<file path="src/rtl/mem_ctrl.sv">
// mem_ctrl: memory-side end of the issue/memory interface. Queues issued load/store
// ops, presents the oldest one on an SRAM-like request/ack bus, tracks accepted
// requests until data_ok and returns tagged completions. Ops caught by a flush are
// carried to completion on the bus (protocol) but their responses are suppressed.
// Optional build macro: MEM_CTRL_PERF_EN adds perf_req_cnt / perf_wait_cnt.
module mem_ctrl #(
    parameter int unsigned QDEPTH       = 4,
    parameter int unsigned MAX_INFLIGHT = 2,
    parameter int unsigned PREG_W       = 6
) (
    input  logic              clk,
    input  logic              resetn,
    input  logic              flush,
    input  logic              mem_issued,
    input  logic              req_wr,
    input  logic [1:0]        req_size,
    input  logic [31:0]       req_addr,
    input  logic [31:0]       req_wdata,
    input  logic [PREG_W-1:0] req_preg,
    output logic              wait_mem,
    output logic              data_req,
    output logic              data_wr,
    output logic [1:0]        data_size,
    output logic [31:0]       data_addr,
    output logic [31:0]       data_wdata,
    input  logic              data_addr_ok,
    input  logic              data_data_ok,
    input  logic [31:0]       data_rdata,
    output logic              resp_valid,
    output logic              resp_wr,
    output logic [PREG_W-1:0] resp_preg,
    output logic [31:0]       resp_data
`ifdef MEM_CTRL_PERF_EN
    ,
    output logic [31:0]       perf_req_cnt,
    output logic [31:0]       perf_wait_cnt
`endif
);

    localparam int unsigned QW  = $clog2(QDEPTH);
    localparam int unsigned QCW = QW + 1;
    localparam int unsigned FW  = (MAX_INFLIGHT > 1) ? $clog2(MAX_INFLIGHT) : 1;

    // Request queue (payload storage is not reset; only pointers/count/kill are)
    logic              q_wr_q    [QDEPTH];
    logic [1:0]        q_size_q  [QDEPTH];
    logic [31:0]       q_addr_q  [QDEPTH];
    logic [31:0]       q_wdata_q [QDEPTH];
    logic [PREG_W-1:0] q_preg_q  [QDEPTH];
    logic [QDEPTH-1:0] q_kill_q;
    logic [QW-1:0]     q_head_q, q_head_d;
    logic [QW-1:0]     q_tail_q, q_tail_d;
    logic [QCW-1:0]    q_cnt_q, q_cnt_d;

    // In-flight FIFO: requests the bus accepted, awaiting data_ok
    logic [PREG_W-1:0]       f_preg_q [MAX_INFLIGHT];
    logic [MAX_INFLIGHT-1:0] f_wr_q;
    logic [MAX_INFLIGHT-1:0] f_vld_q, f_vld_d;
    logic [MAX_INFLIGHT-1:0] f_kill_q, f_kill_d;
    logic [FW-1:0]           f_head_q, f_head_d;
    logic [FW-1:0]           f_tail_q, f_tail_d;

    logic q_empty, q_full, f_empty, f_full;
    logic accept, retire, enq, keep_head;
    logic q_kill_d, any_kill_d, wait_d, wait_q;

    // In-flight depth need not be a power of two, so wrap explicitly
    function automatic logic [FW-1:0] f_inc(input logic [FW-1:0] p);
        return (p == FW'(MAX_INFLIGHT - 1)) ? '0 : p + FW'(1);
    endfunction

    // Bus handshake decode and next-state for queue, in-flight FIFO and wait_mem
    always_comb begin
        q_empty   = (q_cnt_q == '0);
        q_full    = (q_cnt_q == QCW'(QDEPTH));
        f_empty   = ~|f_vld_q;
        f_full    = &f_vld_q;
        data_req  = ~q_empty & ~f_full;
        accept    = data_req & data_addr_ok;
        retire    = data_data_ok & ~f_empty;
        enq       = mem_issued & ~flush & ~q_full;
        // The presented head must stay on the bus until accepted, even across a flush
        keep_head = flush & data_req & ~data_addr_ok;

        q_head_d = accept ? q_head_q + QW'(1) : q_head_q;
        if (flush) begin
            q_tail_d = q_head_d + QW'(keep_head);
            q_cnt_d  = QCW'(keep_head);
        end else begin
            q_tail_d = enq ? q_tail_q + QW'(1) : q_tail_q;
            q_cnt_d  = q_cnt_q + QCW'(enq) - QCW'(accept);
        end
        // Only the head entry can ever carry a kill mark
        q_kill_d = keep_head | (~flush & ~q_empty & ~accept & q_kill_q[q_head_q]);

        f_head_d = retire ? f_inc(f_head_q) : f_head_q;
        f_tail_d = accept ? f_inc(f_tail_q) : f_tail_q;
        f_vld_d  = f_vld_q;
        f_kill_d = flush ? '1 : f_kill_q;
        if (retire) begin
            f_vld_d[f_head_q] = 1'b0;
        end
        if (accept) begin
            f_vld_d[f_tail_q]  = 1'b1;
            f_kill_d[f_tail_q] = flush | q_kill_q[q_head_q];
        end

        any_kill_d = q_kill_d | (|(f_vld_d & f_kill_d));
        wait_d     = (q_cnt_d >= QCW'(QDEPTH - 1)) | any_kill_d;
    end

    assign wait_mem   = wait_q;
    assign data_wr    = data_req & q_wr_q[q_head_q];
    assign data_size  = data_req ? q_size_q[q_head_q]  : 2'b00;
    assign data_addr  = data_req ? q_addr_q[q_head_q]  : 32'h0;
    assign data_wdata = data_req ? q_wdata_q[q_head_q] : 32'h0;

    // State update: enqueue, accept into in-flight, retire into registered response
    always_ff @(posedge clk) begin
        if (!resetn) begin
            q_head_q   <= '0;
            q_tail_q   <= '0;
            q_cnt_q    <= '0;
            q_kill_q   <= '0;
            f_head_q   <= '0;
            f_tail_q   <= '0;
            f_vld_q    <= '0;
            f_kill_q   <= '0;
            wait_q     <= 1'b0;
            resp_valid <= 1'b0;
            resp_wr    <= 1'b0;
            resp_preg  <= '0;
            resp_data  <= 32'h0;
        end else begin
            if (enq) begin
                q_wr_q[q_tail_q]    <= req_wr;
                q_size_q[q_tail_q]  <= req_size;
                q_addr_q[q_tail_q]  <= req_addr;
                q_wdata_q[q_tail_q] <= req_wdata;
                q_preg_q[q_tail_q]  <= req_preg;
                q_kill_q[q_tail_q]  <= 1'b0;
            end
            if (keep_head) begin
                q_kill_q[q_head_q] <= 1'b1;
            end
            if (accept) begin
                f_wr_q[f_tail_q]   <= q_wr_q[q_head_q];
                f_preg_q[f_tail_q] <= q_preg_q[q_head_q];
            end
            q_head_q <= q_head_d;
            q_tail_q <= q_tail_d;
            q_cnt_q  <= q_cnt_d;
            f_head_q <= f_head_d;
            f_tail_q <= f_tail_d;
            f_vld_q  <= f_vld_d;
            f_kill_q <= f_kill_d;
            wait_q   <= wait_d;

            // A flush in the retire cycle kills the retiring entry as well
            resp_valid <= retire & ~f_kill_q[f_head_q] & ~flush;
            if (retire) begin
                resp_wr   <= f_wr_q[f_head_q];
                resp_preg <= f_preg_q[f_head_q];
                resp_data <= f_wr_q[f_head_q] ? 32'h0 : data_rdata;
            end
        end
    end

`ifdef MEM_CTRL_PERF_EN
    logic [31:0] perf_req_q;
    logic [31:0] perf_wait_q;

    // Count bus accepts and cycles spent throttling issue; both wrap naturally
    always_ff @(posedge clk) begin
        if (!resetn) begin
            perf_req_q  <= 32'h0;
            perf_wait_q <= 32'h0;
        end else begin
            if (accept) begin
                perf_req_q <= perf_req_q + 32'd1;
            end
            if (wait_q) begin
                perf_wait_q <= perf_wait_q + 32'd1;
            end
        end
    end

    assign perf_req_cnt  = perf_req_q;
    assign perf_wait_cnt = perf_wait_q;
`else
    // Performance counters not built
`endif

endmodule

</file>
<file path="config.mk">
export PLATFORM = sky130hd
export DESIGN_NAME = mem_ctrl
export DESIGN_NICKNAME = d
export VERILOG_FILES = /design/src/rtl/mem_ctrl.sv
export SDC_FILE = /design/constraint.sdc
export NUM_CORES = 1
export LEC_CHECK = 0
export BUFFER_PORTS_ARGS = -buffer_cell sky130_fd_sc_hd__clkbuf_2
export CAP_MARGIN = 20
export CORE_MARGIN = 2
export CORE_UTILIZATION = 45
export CTS_BUF_LIST = sky130_fd_sc_hd__clkbuf_16
export DETAILED_ROUTE_END_ITERATION = 10
export GPL_TIMING_DRIVEN = 0
export HOLD_SLACK_MARGIN = 0.02
export PLACE_DENSITY = 0.73
export RECOVER_POWER = 100
export SLEW_MARGIN = 10
export SYNTH_ARGS = -nofsm -noshare
export SYNTH_HDL_FRONTEND = slang
export SYNTH_SLANG_ARGS = --single-unit
</file>
<file path="constraint.sdc">
create_clock -name clk -period 3.4 [get_ports clk]
set_clock_uncertainty 0.1 [all_clocks]
set_input_delay 0.34 -clock clk [delete_from_list [all_inputs] [get_ports clk]]
set_output_delay 0.34 -clock clk [all_outputs]
set_load 0.01 [all_outputs]
</file>
**Word-level counts from Yosys, hierarchy flattened**

Memories as Yosys holds them, arrays and structs flattened. A register that Yosys moved wholly into a read port is not among the register bits.
Index checks and enable logic that the tools add are counted.

- Memory bits (writable): 304
- Output and inout bits: 109
- Logic and storage cells: 122
- Register bits after elaboration: 54
- Memories: 6
- Input port bits: 111

- Bitwise logic cells: 31
- Eq/ne operators: 1
- $lt $le $gt $ge: 9
- Reductions and logical operators: 11
- Muxes and demuxes: 44
- $add $sub $neg: 7

Memories:

| memory | depth | width | read ports | clocked after memory_dff | write ports | line | RTL |
|---|---|---|---|---|---|---|---|
| q_addr_q | 4 | 32 | 1 | 1 | 1 | 47 | `logic [31:0] q_addr_q [QDEPTH];` |
| q_wdata_q | 4 | 32 | 1 | 1 | 1 | 48 | `logic [31:0] q_wdata_q [QDEPTH];` |
| q_preg_q | 4 | 6 | 1 | 1 | 1 | 49 | `logic [PREG_W-1:0] q_preg_q [QDEPTH];` |
| f_preg_q | 2 | 6 | 1 | 1 | 1 | 56 | `logic [PREG_W-1:0] f_preg_q [MAX_INFLIGHT];` |
| q_size_q | 4 | 2 | 1 | 1 | 1 | 46 | `logic [1:0] q_size_q [QDEPTH];` |
| q_wr_q | 4 | 1 | 1 | 1 | 1 | 45 | `logic q_wr_q [QDEPTH];` |

Operator list:

| cell | number |
|---|---|
| $mux W32 | 3 |
| $mux W2 | 13 |
| $mux W1 | 17 |
| $and A1 B1 Y1 | 13 |
| $mux W4 | 3 |
| $not A1 Y1 | 7 |
| $lt A2 B3 Y1 const B | 2 |
| $add A2 B1 Y2 const B | 2 |
| $and A2 B2 Y2 | 2 |
| $and A4 B4 Y4 | 1 |
| $bwmux W2 | 2 |
| $demux W1 S2 | 2 |
| $ge A2 B1 Y1 const B | 2 |
| $logic_and A1 B1 Y1 | 4 |
| $lt A1 B2 Y1 const B | 2 |
| $not A4 Y4 | 1 |
| $or A1 B1 Y1 | 4 |
| $or A4 B4 Y4 | 1 |
| $reduce_and A2 Y1 | 2 |
| $reduce_or A2 Y1 | 2 |
| $add A3 B1 Y3 | 1 |
| $eq A3 B3 Y1 const B | 1 |
| $ge A3 B2 Y1 const B | 1 |
| $logic_not A3 Y1 | 1 |
| other kinds (11) | 14 |

**Depth between registers and ports, before layout**

Gate-level depths: netlist (run 1).

- Depth after elaboration: 13
- Mapped depth: 12
- Depth with buffers taken out: 11

**Worst setup path before layout (run 1)**

Ideal clock, no wire load.

- Path type: in2reg
- From: in flush
- To: mem q_addr_q[0][0], enable pin
- Data required time: 2.860 ns
- Cell stages on the path: 4
- Arrival time: 2.764 ns
- Setup slack: 0.097 ns
- Path buffers: 1
- Setup time: 0.440 ns
- Path through: clkinv_1 -> o311a_1 -> clkbuf_1 -> and3_1

- Longest elaborated chain between the ends: 6

RTL lines:

| element | line | RTL |
|---|---|---|
| from (decl) | 13 | `input logic flush,` |
| $not A1 Y1 | 81 | `enq = mem_issued & ~flush & ~q_full;` |
| $and A1 B1 Y1 (2 in series) | 81 |  |
| $mux W1 | 135 | `if (enq) begin` |
| $mux W1 | 120 | `if (!resetn) begin` |
| $mux W1 (implied by the code) | 138 | `q_addr_q[q_tail_q] <= req_addr;` |
| to (decl) | 47 |  |

No other way between the ends.

**Worst setup path in the final report (run 1)**

- From: reg q_cnt_q[1]
- To: reg wait_q (netlist: wait_mem)

- Longest elaborated chain between the ends: 10
- Elaborated cells between the ends (all ways): 24
- Classes of those cells: add/sub: 2; order compare: 1; eq/ne: 1; mux: 3; bitwise: 15; reduce/logical: 2

RTL lines:

| element | line | RTL |
|---|---|---|
| from (decl) | 53 | `logic [QCW-1:0] q_cnt_q, q_cnt_d;` |
| from (signal assigned) | 152 | `q_cnt_q <= q_cnt_d;` |
| parallel branches: the longest is 9 deep, another holds $add A3 B1 Y3 | -- |  |
| $or A1 B1 Y1 (*) | 109 | `wait_d = (q_cnt_d >= QCW'(QDEPTH - 1)) \| any_kill_d;` |
| to (signal assigned) | 157 | `wait_q <= wait_d;` |
| to (decl) | 65 | `logic q_kill_d, any_kill_d, wait_d, wait_q;` |

Mark *: on every way between the ends.
A chain may end at the register's enable or synchronous reset.

==> summary.md, run 1 <==
| Metric | Value |
|---|---|
| Number of port buffers | `219` |
| Pins over their slew limit | `0` |
| Total number of clock tree sinks | `about 360` |
| Fraction of the mapped netlist area in compound gates | `3.46%` |
| First-pass iteration count of the detailed router | `5` |
| Clock input transition at the sequential cells of the worst setup and hold paths | `0.06 ns` |
| Starting utilization of the core area | `~45%` |
| Number of antenna violations at the first check in global routing | `1` |
| Placeable core area | `roughly 30000 um2` |
| Row cnt | `64` |
| Vertical extent of the die | `about 180 um` |
| Total setup buffers inserted after CTS | `0` |
| Synth Net Count | `between 800 and 900` |
| Count of unresolved DRC violations after routing | `0` |
| Post-Synthesis Mean Instance Area | `~19 um2` |
| Worst-case setup margin in the final layout | `roughly 0.32 ns` |
| Worst Path Class, Setup | `register to register` |
| Pre-CTS setup slack | `about 0.21 ns` |
| Headroom to the max-slew limit | `between 30% and 40%` |
| Crit path launch type | `register` |
| Non-Filler Instances | `between 1500 and 2000` |
| Max-cap violations | `0` |
| Post-cts resize count | `0` |
| Commonest register cell after synthesis | `sky130_fd_sc_hd__edfxtp_1` |
| Worst EP required | `roughly 3.7 ns` |
| Ratio of routed vias to standard cells | `approximately 5.3` |
| Most frequent standard cell in the layout excluding fill and tap cells | `sky130_fd_sc_hd__edfxtp_1` |
| Overflow after GRT | `0` |
| Number of buffers added by the clock tree synthesis step | `38` |
| Post-synthesis share of cell area spent on and, or, nand and nor gates | `~5.6%` |
| Power per cell area | `between 500 and 600 nW/um2` |
| Maximum clock frequency | `~330 MHz` |
| Transition time at the pin with the least slew margin | `between 1 and 1.5 ns` |
| Count of flip-flops with a built-in enable after synthesis | `306` |
| Nets | `1225` |
| Placed insts | `1355` |
| Clk root buf | `sky130_fd_sc_hd__clkbuf_16` |
| X dimension of the die | `between 150 and 200 um` |
| Die Outline Area | `approximately 32000 um2` |
| Most frequent cells in the layout | `sky130_fd_sc_hd__edfxtp_1, sky130_fd_sc_hd__clkbuf_1, sky130_fd_sc_hd__dlygate4sd3_1, sky130_fd_sc_hd__mux4_2, sky130_fd_sc_hd__and3_1` |
| CTS tree | `done` |
| Worst hold-check path type | `input pin to register` |
| Tot GR Track Use | `roughly a fifth` |
| Wire length per cell after detailed routing | `20.1 um` |
| Status | `complete, no violations` |
| Last weighted congestion value of the routability-driven placer | `0.754` |
| Critical Path AT | `~3.3 ns` |
| Longest Clk Path Bufs | `3` |
| Fraction of registers with async set/reset | `0%` |
| Layout cell share with drive strength beyond 1 | `16.9%` |
| Gate count of the mapped netlist | `between 700 and 800` |
| Critical path peak fanout | `9` |
| Overall via count from detail_route | `8044` |
| Initial detailed-routing violation count | `approximately 620` |
| Diodes inserted | `0` |
| Endpoints failing setup | `0` |
| Clk_lat worst skew | `about 0.50 ns` |
| Critical Path Sink Type | `register` |
| Min Clock Period, post-route | `just over 3 ns` |
| Final critical-path share of the clock period | `approximately nine tenths` |
| Warning count from the yosys run | `0` |
| Total non-filler cell area in the finished layout | `roughly 17000 um2` |
| Combinational family with the most area after synthesis | `multiplexers` |
| Post-Synthesis Cell Area | `around 14000 um2` |
| Flops & latches, synth | `around 360` |
| Share of synthesized cell area in full adder, half adder and majority cells | `between 1 and 1.5%` |
| Fraction of synthesized cell area in xor and xnor cells | `less than 1%` |
| Unrepaired setup endpoints after global routing | `false` |
| Boundary pin count | `220` |
| Total design power | `0.00976 W` |
| Quantity of hold-fixing buffers added after cts | `just over 100` |
| Distinct cell type count of the synthesized netlist | `42` |
| Proportion of synthesized chip area in sequential cells | `about three quarters` |
| DRT Wirelength | `just over 30000 um` |
| Area growth from synthesis to layout | `26.3%` |
| Wire length of the first global-routing pass | `~46000 um` |
| Maximum VDD drop | `approximately 0.46 mV` |
| Worst hold slack after final layout | `between 0.03 and 0.04 ns` |
| Vias in the first global route | `8434` |
| Number of levels the H-tree was split into | `2` |
| Largest net degree at the start of global routing | `47` |
| Multiplexer share of the synthesized area | `12.7%` |
| Detail Placement HPWL | `approximately 18000 um` |
| Post-DRT Antenna Nets | `0` |
| Final number of hold-violating endpoints | `0` |
| Leakage power figure | `between 5 and 6 nW` |
| DP Area | `around 16000 um2` |
-- where the power goes --
| part | leakage [nW] | switching [W] | internal, W |
|---|---|---|---|
| registers | 3.23 | 0.0000307 | 0.00493 |
| logic | 2.15 | 0.000529 | 0.000443 |
| clock network | 0.593 | 0.00160 | 0.00222 |
| total | 5.97 | 0.00216 | 0.00759 |
-- cell families after synthesis --
group / Yosys count
simple gates: 148
fa+ha+maj: 11
xor+xnor: 7
compound gates: 65
mux: 83
flops: 364
buf+inv: 58
-- critical path: stages, from the launching register on --
cell                       delay, ns
sky130_fd_sc_hd__dfxtp_1        0.36
sky130_fd_sc_hd__or3_1          0.35
sky130_fd_sc_hd__buf_4          0.21
sky130_fd_sc_hd__nand2_1        0.26
sky130_fd_sc_hd__xnor2_1        0.16
sky130_fd_sc_hd__ha_1           0.16
sky130_fd_sc_hd__inv_1          0.05
sky130_fd_sc_hd__fa_1           0.36
sky130_fd_sc_hd__xor2_1         0.16
sky130_fd_sc_hd__xnor2_1        0.18
sky130_fd_sc_hd__o21ai_0        0.16
sky130_fd_sc_hd__o41ai_1        0.29
sky130_fd_sc_hd__o221ai_1       0.15
-- cells in the mapped netlist, types with 2 or more instances --
cell type | n | area [um2]
sky130_fd_sc_hd__edfxtp_1 | 306 | 9190
sky130_fd_sc_hd__mux4_2 | 74 | 1670
sky130_fd_sc_hd__and3_1 | 71 | 444
sky130_fd_sc_hd__dfxtp_1 | 58 | 1160
sky130_fd_sc_hd__nor2_1 | 55 | 206
sky130_fd_sc_hd__a22oi_1 | 36 | 270
sky130_fd_sc_hd__clkbuf_1 | 28 | 105
sky130_fd_sc_hd__nand2_1 | 12 | 45.0
sky130_fd_sc_hd__buf_2 | 11 | 55.1
sky130_fd_sc_hd__ha_1 | 10 | 125
sky130_fd_sc_hd__inv_1 | 9 | 33.8
sky130_fd_sc_hd__mux2i_1 | 8 | 80.1
sky130_fd_sc_hd__a211oi_1 | 6 | 45.0
sky130_fd_sc_hd__a21oi_1 | 6 | 30.0
sky130_fd_sc_hd__buf_4 | 6 | 45.0
sky130_fd_sc_hd__o21ai_0 | 5 | 25.0
sky130_fd_sc_hd__xnor2_1 | 4 | 35.0
sky130_fd_sc_hd__xor2_1 | 3 | 26.3
sky130_fd_sc_hd__a211oi_2 | 2 | 25.0
sky130_fd_sc_hd__and2_1 | 2 | 12.5
sky130_fd_sc_hd__buf_6 | 2 | 22.5
sky130_fd_sc_hd__nor2b_1 | 2 | 12.5
-- layout make-up --
type / count / area [um2]
fill: 2371 / 13000
clock inverter: 27 / 170
clock buffer: 39 / 976
buffer: 47 / 214
sequential: 364 / 10300
tap: 396 / 495
multi-input combinational: 314 / 3190
timing repair buffer: 327 / 2020
inverter: 11 / 41.3
-- metal layers --
layer	global-route usage [%]	up-vias	wire, um
li1	-	3679	-
met1	23.8	4016	12200
met2	32.8	299	15600
met3	4.50	50	2180
met4	4.84	0	599
met5	0	-	0
-- metrics by stage --
stage | setup TNS, ns | util (%)
2_1_floorplan | 0 | -
3_3_place_gp | -465.82 | 50.7
3_5_place_dp | 0 | 51.1
4_1_cts | 0 | 58.3
5_1_grt | 0 | 57.4
6_report | 0 | 57.4
-- registers in the layout, summed over array words and instances, names as in the netlist, 3 cells and up --
signal     cells
f_preg_q      12
q_addr_q     128
q_cnt_q        3
q_kill_q       4
q_preg_q      24
q_size_q       8
q_wdata_q    128
q_wr_q         4
resp_data     32
resp_preg      6
-- worst paths after layout --
check	startpoint	end	slack [ns]	cells after the start
hold / removal	data_rdata[15]	resp_data[15]$_SDFFE_PN0P_	0.03	3
hold reg to reg	f_kill_q[1]$_SDFF_PN0_	resp_valid$_SDFF_PN0_	0.40	1
setup / recovery	q_cnt_q[1]$_SDFF_PN0_	wait_mem$_SDFF_PN0_	0.32	12
setup reg to reg	q_cnt_q[1]$_SDFF_PN0_	wait_mem$_SDFF_PN0_	0.32	12
Note: power is estimated with default switching activity, not from simulation.
==> run 2: changes to the inputs <==
CAP_MARGIN = 10   (was 20)
RECOVER_POWER = unset   (was 100)
==> run 2 against run 1 <==
  * Global-route usage is the same
  * Register-to-register slack gained 0.08 ns
  * Combinational power grew 5%
  * Sequential power is essentially flat
  * Critical endpoint is now data_wdata[3]
==> summary.md, run 2 (synthesis gave the netlist of run 1 again) <==
| Metric | Value |
|---|---|
| Crit path launch type | `register` |
| Clk_lat worst skew | `approximately 0.50 ns` |
| Max-cap violations | `0` |
| Unrepaired setup endpoints after global routing | `false` |
| Maximum clock frequency | `approximately 320 MHz` |
| FF-to-FF Start | `q_cnt_q[2]$_SDFF_PN0_` |
| Number of levels the H-tree was split into | `2` |
| Leakage power figure | `roughly 6.6 nW` |
| Layout cell share with drive strength beyond 1 | `between 30% and 40%` |
| Total number of clock tree sinks | `364` |
| Overflow after GRT | `0` |
| Last weighted congestion value of the routability-driven placer | `between 0.7 and 0.8` |
| Largest net degree at the start of global routing | `47` |
| Diodes inserted | `0` |
| Placeable core area | `30400 um2` |
| Filler Cells Inserted | `about 2300` |
| Die Outline Area | `~32000 um2` |
| Starting utilization of the core area | `between 40% and 50%` |
| Worst EP required | `about 3.0 ns` |
| Transition time at the pin with the least slew margin | `slightly below 0.7 ns` |
| Maximum VDD drop | `about 0.46 mV` |
| Most frequent standard cell in the layout excluding fill and tap cells | `sky130_fd_sc_hd__edfxtp_1` |
| Headroom to the max-slew limit | `between 50% and 60%` |
| Tot GR Track Use | `18.9%` |
| Clock input transition at the sequential cells of the worst setup and hold paths | `approximately 0.060 ns` |
| CTS tree | `done` |
| Row cnt | `64` |
| Wire length per cell after detailed routing | `roughly 20 um` |
| Endpoints failing setup | `0` |
| Area growth from synthesis to layout | `28.3%` |
| Post-DRT Antenna Nets | `0` |
| Post-cts resize count | `0` |
| Critical path peak fanout | `10` |
| Final number of hold-violating endpoints | `0` |
| First-pass iteration count of the detailed router | `7` |
| Overall via count from detail_route | `between 8000 and 9000` |
| Worst hold slack after final layout | `between 0.03 and 0.04 ns` |
| Worst Path Class, Setup | `register to output pin` |
| Worst-case setup margin in the final layout | `about 0.31 ns` |
| Registers with the highest flip-flop counts | `q_addr_q (128), q_wdata_q (128), resp_data (32)` |
| Clk root buf | `sky130_fd_sc_hd__clkbuf_16` |
| Initial detailed-routing violation count | `between 500 and 600` |
| X dimension of the die | `about 180 um` |
| Area of combinational cells with multiple inputs | `between 3000 and 4000 um2` |
| Status | `complete, no violations` |
| Worst hold-check path type | `input pin to register` |
| Final critical-path share of the clock period | `between 90% and 100%` |
| Boundary pin count | `between 200 and 250` |
| Nets | `about 1200` |
| Critical Path Start | `q_head_q[1]$_SDFF_PN0_` |
| Setup slack of the most critical reg-to-reg path | `about 0.40 ns` |
| Detail Placement HPWL | `~18000 um` |
| Worst hold path startpoint | `data_rdata[15]` |
| Vias in the first global route | `between 8000 and 9000` |
| DRT Wirelength | `around 30000 um` |
| Number of buffers added by the clock tree synthesis step | `38` |
| Count of unresolved DRC violations after routing | `0` |
| Power per cell area | `~550 nW/um2` |
| Most frequent cells in the layout | `sky130_fd_sc_hd__edfxtp_1, sky130_fd_sc_hd__clkbuf_2, sky130_fd_sc_hd__dlygate4sd3_1, sky130_fd_sc_hd__mux4_2, sky130_fd_sc_hd__and3_1` |
| Wire length of the first global-routing pass | `about 46000 um` |
| Ratio of routed vias to standard cells | `about 5.3` |
| Min Clock Period, post-route | `approximately 3.1 ns` |
| Pre-CTS setup slack | `0.211 ns` |
| Number of antenna violations at the first check in global routing | `1` |
| Longest Clk Path Bufs | `3` |
| Critical Path Sink Type | `output pin` |
| Pins over their slew limit | `0` |
| Area taken by flip-flops and latches | `a little over 10000 um2` |
| Critical Path AT | `~2.7 ns` |
| Number of port buffers | `~220` |
| Vertical extent of the die | `roughly 180 um` |
## run 2: cell types whose count changed in the layout (fill, tap and decap cells not counted), moves of 4 or more
cell	change
sky130_fd_sc_hd__and3_4	+4
sky130_fd_sc_hd__clkbuf_2	+176
sky130_fd_sc_hd__and3_2	-4
sky130_fd_sc_hd__buf_2	+5
sky130_fd_sc_hd__clkbuf_1	-183
## run 2: final cells by class
class / count / area share [%]
sequential: 364 / 58.3
multi-input combinational: 314 / 18.2
timing repair buffer: 327 / 12.7
clock buffer: 39 / 5.50
tap: 396 / 2.79
buffer: 47 / 1.28
clock inverter: 27 / 0.959
inverter: 11 / 0.233
## run 2: final timing paths
kind / endpoint / depth (start not counted)
min reg2reg: resp_valid$_SDFF_PN0_ / 1
max reg2reg: wait_mem$_SDFF_PN0_ / 12
min: resp_data[15]$_SDFFE_PN0P_ / 3
max: data_wdata[3] / 5
## run 2: metrics by stage
step / cells / area (um2) / total power, W / TNS [ns] / utilization, %
4_1_cts: 1524 / 17700 / 0.00989 / 0 / 58.3
3_3_place_gp: 1351 / 15400 / 0.00596 / -465.82 / 50.7
6_report: 1525 / 17700 / 0.00981 / 0 / 58.3
3_5_place_dp: 1355 / 15600 / 0.00598 / 0 / 51.1
5_1_grt: 1525 / 17700 / 0.0102 / 0 / 58.3
2_1_floorplan: 736 / 13800 / 0.00560 / 0 / -
## run 2: per-layer routing
metal  vias up  track usage (%)  share of wire, %
met1      4021             23.8                39
met3        51             4.50               7.3
met4         0             4.84               2.0
met5         -                0                 0
li1       3686                -                 -
met2       316             32.8                51
## run 2: worst max-delay path, stage by stage (launching register included)
cell	delay [ns]
sky130_fd_sc_hd__dfxtp_1	0.47
sky130_fd_sc_hd__buf_2	0.35
sky130_fd_sc_hd__clkbuf_1	0.54
sky130_fd_sc_hd__mux4_2	0.42
sky130_fd_sc_hd__and3_1	0.22
sky130_fd_sc_hd__clkbuf_2	0.14
## run 2: where the power goes
group | switching (W) | total (W) | internal [W] | leakage [nW]
Sequential | 0.0000314 | 0.00496 | 0.00493 | 3.23
Combinational | 0.000533 | 0.00102 | 0.000489 | 2.75
Clock | 0.00160 | 0.00382 | 0.00222 | 0.593
Total | 0.00217 | 0.00981 | 0.00764 | 6.58
## run 2: repair_timing
action	CTS	global route
endpoints found under the setup margin	0	0
hold endpoints to repair	322	1
hold buffers	103	1
setup buffers	0	0
